`config.mk`:
```
export PLATFORM = sky130hd
export DESIGN_NAME = shift_seq_flat
export DESIGN_NICKNAME = d
export VERILOG_FILES = /design/src/rtl/shift_seq_if.sv /design/src/rtl/shift_seq.sv /design/src/flat_wrapper.sv
export SDC_FILE = /design/constraint.sdc
export NUM_CORES = 1
export LEC_CHECK = 0
export ABC_CLOCK_PERIOD_IN_PS = 2450
export CORE_ASPECT_RATIO = 1.1
export CORE_MARGIN = 3
export CORE_UTILIZATION = 48
export DETAILED_ROUTE_END_ITERATION = 6
export PLACE_DENSITY = 0.78
export SETUP_SLACK_MARGIN = 0.15
export SLEW_MARGIN = 10
export SYNTH_ARGS = -nofsm -noshare
export SYNTH_HDL_FRONTEND = slang
export SYNTH_SLANG_ARGS = --single-unit
```
`constraint.sdc`:
```
create_clock -name clk -period 2.45 [get_ports clk]
set_input_delay 0.245 -clock clk [delete_from_list [all_inputs] [get_ports clk]]
set_output_delay 0.245 -clock clk [all_outputs]
set_load 0.01 [all_outputs]
```
`src/rtl/shift_seq_if.sv`:
```
// Request/response handshake bundle for the multi-cycle shift controller.
// The master side issues shift requests and consumes results.
interface shift_seq_if;
  logic        req_valid;
  logic        req_ready;
  logic        req_dir;
  logic        req_al;
  logic [31:0] req_a;
  logic [4:0]  req_shamt;
  logic        resp_valid;
  logic        resp_ready;
  logic [31:0] resp_data;

  modport master (
    output req_valid, req_dir, req_al, req_a, req_shamt, resp_ready,
    input  req_ready, resp_valid, resp_data
  );

  modport slave (
    input  req_valid, req_dir, req_al, req_a, req_shamt, resp_ready,
    output req_ready, resp_valid, resp_data
  );
endinterface

```
`src/rtl/shift_seq.sv`:
```
// Multi-cycle SLL/SRL/SRA controller: applies at most STEP bit positions per cycle
// and holds the result on a valid/ready response port until consumed.
module shift_seq #(
  parameter int unsigned STEP = 4
) (
  input  logic        clk,
  input  logic        rst_n,
  input  logic        kill,
  shift_seq_if.slave  bus,
  output logic        busy
);

  typedef enum logic [1:0] {
    IDLE = 2'd0,
    BUSY = 2'd1,
    DONE = 2'd2
  } state_t;

  localparam logic [4:0] STEP5 = 5'(STEP);

  state_t      state, state_nxt;
  logic [31:0] acc, acc_nxt;
  logic [4:0]  remaining, rem_nxt;
  logic        dir_q, dir_nxt;
  logic        al_q, al_nxt;

  logic [4:0]  step;
  logic        fill;
  logic [63:0] wide;
  logic [63:0] wide_sh;
  logic [31:0] shifted;

  always_comb begin
    step = (remaining < STEP5) ? remaining : STEP5;
  end

  // Only STEP+1 tap positions exist; fill bit comes from acc[31], which an
  // arithmetic right step never changes, so per-step sign fill stays correct.
  always_comb begin
    fill    = al_q & acc[31];
    wide    = {{32{fill}}, acc};
    wide_sh = wide;
    shifted = acc;
    for (int unsigned i = 1; i <= STEP; i++) begin
      if (step == 5'(i)) begin
        wide_sh = wide >> i;
        shifted = dir_q ? wide_sh[31:0] : (acc << i);
      end
    end
  end

  always_comb begin
    state_nxt = state;
    acc_nxt   = acc;
    rem_nxt   = remaining;
    dir_nxt   = dir_q;
    al_nxt    = al_q;
    if (kill) begin
      state_nxt = IDLE;
      rem_nxt   = '0;
    end else begin
      unique case (state)
        IDLE: begin
          if (bus.req_valid) begin
            acc_nxt   = bus.req_a;
            rem_nxt   = bus.req_shamt;
            dir_nxt   = bus.req_dir;
            al_nxt    = bus.req_al;
            state_nxt = (bus.req_shamt == '0) ? DONE : BUSY;
          end
        end
        BUSY: begin
          acc_nxt = shifted;
          rem_nxt = remaining - step;
          if (remaining == step) begin
            state_nxt = DONE;
          end
        end
        DONE: begin
          if (bus.resp_ready) begin
            state_nxt = IDLE;
          end
        end
        default: begin
          state_nxt = IDLE;
          rem_nxt   = '0;
        end
      endcase
    end
  end

  always_ff @(posedge clk) begin
    if (!rst_n) begin
      state     <= IDLE;
      acc       <= '0;
      remaining <= '0;
      dir_q     <= 1'b0;
      al_q      <= 1'b0;
    end else begin
      state     <= state_nxt;
      acc       <= acc_nxt;
      remaining <= rem_nxt;
      dir_q     <= dir_nxt;
      al_q      <= al_nxt;
    end
  end

  assign bus.req_ready  = rst_n & (state == IDLE);
  assign bus.resp_valid = (state == DONE);
  assign bus.resp_data  = acc;
  assign busy           = (state != IDLE);

endmodule

```
`src/flat_wrapper.sv`:
```
// flat-port wrapper written by rule: the top's interface ports become plain ports
module shift_seq_flat 
#(
  parameter int unsigned STEP = 4
)
  (clk, rst_n, kill, busy, bus_req_valid, bus_req_dir, bus_req_al, bus_req_a, bus_req_shamt, bus_resp_ready, bus_req_ready, bus_resp_valid, bus_resp_data);
  shift_seq_if bus_i ();
  input  logic clk;
  input  logic rst_n;
  input  logic kill;
  output logic busy;
  input wire logic [$bits(bus_i.req_valid)-1:0] bus_req_valid;
  input wire logic [$bits(bus_i.req_dir)-1:0] bus_req_dir;
  input wire logic [$bits(bus_i.req_al)-1:0] bus_req_al;
  input wire logic [$bits(bus_i.req_a)-1:0] bus_req_a;
  input wire logic [$bits(bus_i.req_shamt)-1:0] bus_req_shamt;
  input wire logic [$bits(bus_i.resp_ready)-1:0] bus_resp_ready;
  output wire logic [$bits(bus_i.req_ready)-1:0] bus_req_ready;
  output wire logic [$bits(bus_i.resp_valid)-1:0] bus_resp_valid;
  output wire logic [$bits(bus_i.resp_data)-1:0] bus_resp_data;
  assign bus_i.req_valid = bus_req_valid;
  assign bus_i.req_dir = bus_req_dir;
  assign bus_i.req_al = bus_req_al;
  assign bus_i.req_a = bus_req_a;
  assign bus_i.req_shamt = bus_req_shamt;
  assign bus_i.resp_ready = bus_resp_ready;
  assign bus_req_ready = bus_i.req_ready;
  assign bus_resp_valid = bus_i.resp_valid;
  assign bus_resp_data = bus_i.resp_data;
  shift_seq #(.STEP(STEP)) u_core (.clk(clk), .rst_n(rst_n), .kill(kill), .bus(bus_i), .busy(busy));
endmodule
```
==> results.ini <==
[status]
status=finished, final reports clean

[routing]
drc=0
wl_per_cell_um=20.1
drt_pass1_iterations=6
drtIter0Drc=481
antenna_left=0
wl_um=13000
viasPerCell=6.93
vias=4506

[setup_path]
slowest_stage=mux4_2
crit_path_start_kind=register
critPathKind=reg -> reg
arrival_ns=2.32
crit_chain=nor2b_1 -> nand2_4 -> mux4_2 -> a211oi_1 -> a211oi_1
r2r-start=u_core.remaining[0]$_SDFFE_PP0P_
cp.required_ns=2.64
critPathMostFrequentCell=a211oi_1
cp_top_family=simple AND/OR/NAND/NOR gates
startpoint=u_core.remaining[0]$_SDFFE_PP0P_
crit_path_max_fanout=27
critPathMaxStageDelay_ns=0.56
endpoint_kind=register
critPathBufInv=0

[layout]
layout.nets=589
drive_gt1_frac=0.106
layout.cells.most_common=clkdlybuf4s50_1
antennaDiodeCount=0
fin_area_um2=4860
fill_cells=664
layout_common_cells=clkdlybuf4s50_1 (78), o21ai_0 (62), a211oi_1 (51), dfxtp_1 (39), a21oi_1 (32)
stdcell_count=650
syn2layout_area_growth_pct=25.3

[grt]
grt_pass1_wl_um=20900
antenna_found_initial=0
grt_usage=0.277
grt_pass1_vias=4136
overflow=0
grt_max_degree=64

[cts]
cts_resized=0
clockRootBuffer=clkbuf_8
htreeDepth=2
cts.sinks=41
cts_hold_buf=0
clk_pin_slew_ns=0.09
tritoncts=yes
insertion_delay_ns=0.31
numCtsBuffers=5
clockBufferDepth=2
postCtsSetupBuffers=0

[floorplan]
initial_core_util=0.508
placementRows=33
coreArea_um2=7640
die_area_um2=9200
die_y_um=100
io_pins=79
chipWidth_um=91.7

[yosys]
ys_seq_elements=41
syn-num-nets=534
synthCells=489
syn_area_um2=3880
synth-async-reset-ratio=0
yosys_warnings=0
synth.avg_cell_area_um2=7.94
synth-edff-count=0
synth_ff_type=dfxtp_1
synth.distinct_cells=50
ys_seq_area_frac=0.211

[power]
peakVddDrop_mv=0.215
total_power_mw=2.06
cellLeakagePower_nw=1.79
power_density_nw_per_um2=425

[timing]
setup_tns_ns=0
period_minus_slack_ns=2.13
finalHoldViolCount=0
fmax_mhz=471
fin_worst_skew_ns=0.00914
fin_ws_ns=0.325
finalSetupViolCount=0
drv_slew=0
relSlewSlack=0.572
worst_slew_pin_slew_ns=0.640
fin_crit_sh=0.867
rsz0062_at_grt=false

[placement]
globalplace.congestion=0.943
placed_cell_area_um2=4780
place_ws_ns=0.339
port_buffers=78
hpwl_um=8440
dp.cells=642

[run]
max-cap-violations=0

[worst_hold_path]
min_path_type=in -> reg
min-delay-start=bus_req_dir

logic make-up after synthesis:
logic type | after synthesis | synth area share
other cells | 1 | 0.000966
fa+ha+maj | 1 | 0.00322
compound gates | 238 | 0.410
simple gates | 124 | 0.168
flops | 41 | 0.211
buf+inv | 56 | 0.0596
mux | 28 | 0.147
flip-flops by register name, indices dropped and copies added (netlist names):
register,count
u_core.al_q,1
u_core.bus.resp_data,32
u_core.dir_q,1
u_core.remaining,5
u_core.state,2
worst register-to-register path: cells and delay by family, from the launching register on:
kind	cells	cell delay (ns)
AOI/OAI and AO/OA	2	0.34
DFF	1	0.50
and+or+nand+nor	2	0.60
muxes	1	0.58
power by group:
part	internal (mW)	switching [mW]	leakage, nW
Clock	0.199	0.276	0.0450
Combinational	0.383	0.355	1.40
Sequential	0.719	0.133	0.339
routing by layer:
metal / vias up / track usage / share of wire
met5: - / 0 / 0
met4: 0 / 0.103 / 0.020
met3: 30 / 0.0457 / 0.094
met2: 296 / 0.444 / 0.47
met1: 2134 / 0.378 / 0.41
li1: 2046 / - / -
synthesized netlist by cell type, drive strengths merged (12+ instances only):
library cell / instances / area [µm²]
a2111oi: 17 / 149
dfxtp: 41 / 821
nor2b: 25 / 156
a211oi: 51 / 383
clkbuf: 42 / 158
a2bb2oi: 15 / 131
a31oi: 12 / 75.1
a21o: 19 / 143
nand2: 31 / 124
a21oi: 32 / 160
o21ai: 62 / 310
nor2: 21 / 78.8
mux4: 23 / 518
final timing paths:
kind	cells after the start	to	slack, ns
min reg2reg	2	u_core.al_q$_SDFFE_PN0P_	0.53
max reg2reg	5	u_core.bus.resp_data[22]$_SDFFE_PN0P_	0.32
max	5	u_core.bus.resp_data[22]$_SDFFE_PN0P_	0.32
min	3	u_core.dir_q$_SDFFE_PN0P_	0.50
metrics by stage:
stage	utilization	hold slack, ns
6_report	0.637	0.503
5_1_grt	0.637	0.514
4_1_cts	0.637	0.499
3_5_place_dp	0.626	0.518
3_3_place_gp	0.626	0.505
2_1_floorplan	-	0.390
layout make-up:
cell class | instances | area (µm²) | share of cell area
multi-input cells | 392 | 2840 | 0.584
repair buffers | 99 | 963 | 0.198
flip-flops and latches | 41 | 826 | 0.170
well taps | 105 | 131 | 0.0270
clock buffers | 6 | 72.6 | 0.0149
inverters | 5 | 18.8 | 0.00386
clock inverters | 2 | 10.0 | 0.00206
Note: power is estimated with default switching activity, not from simulation.
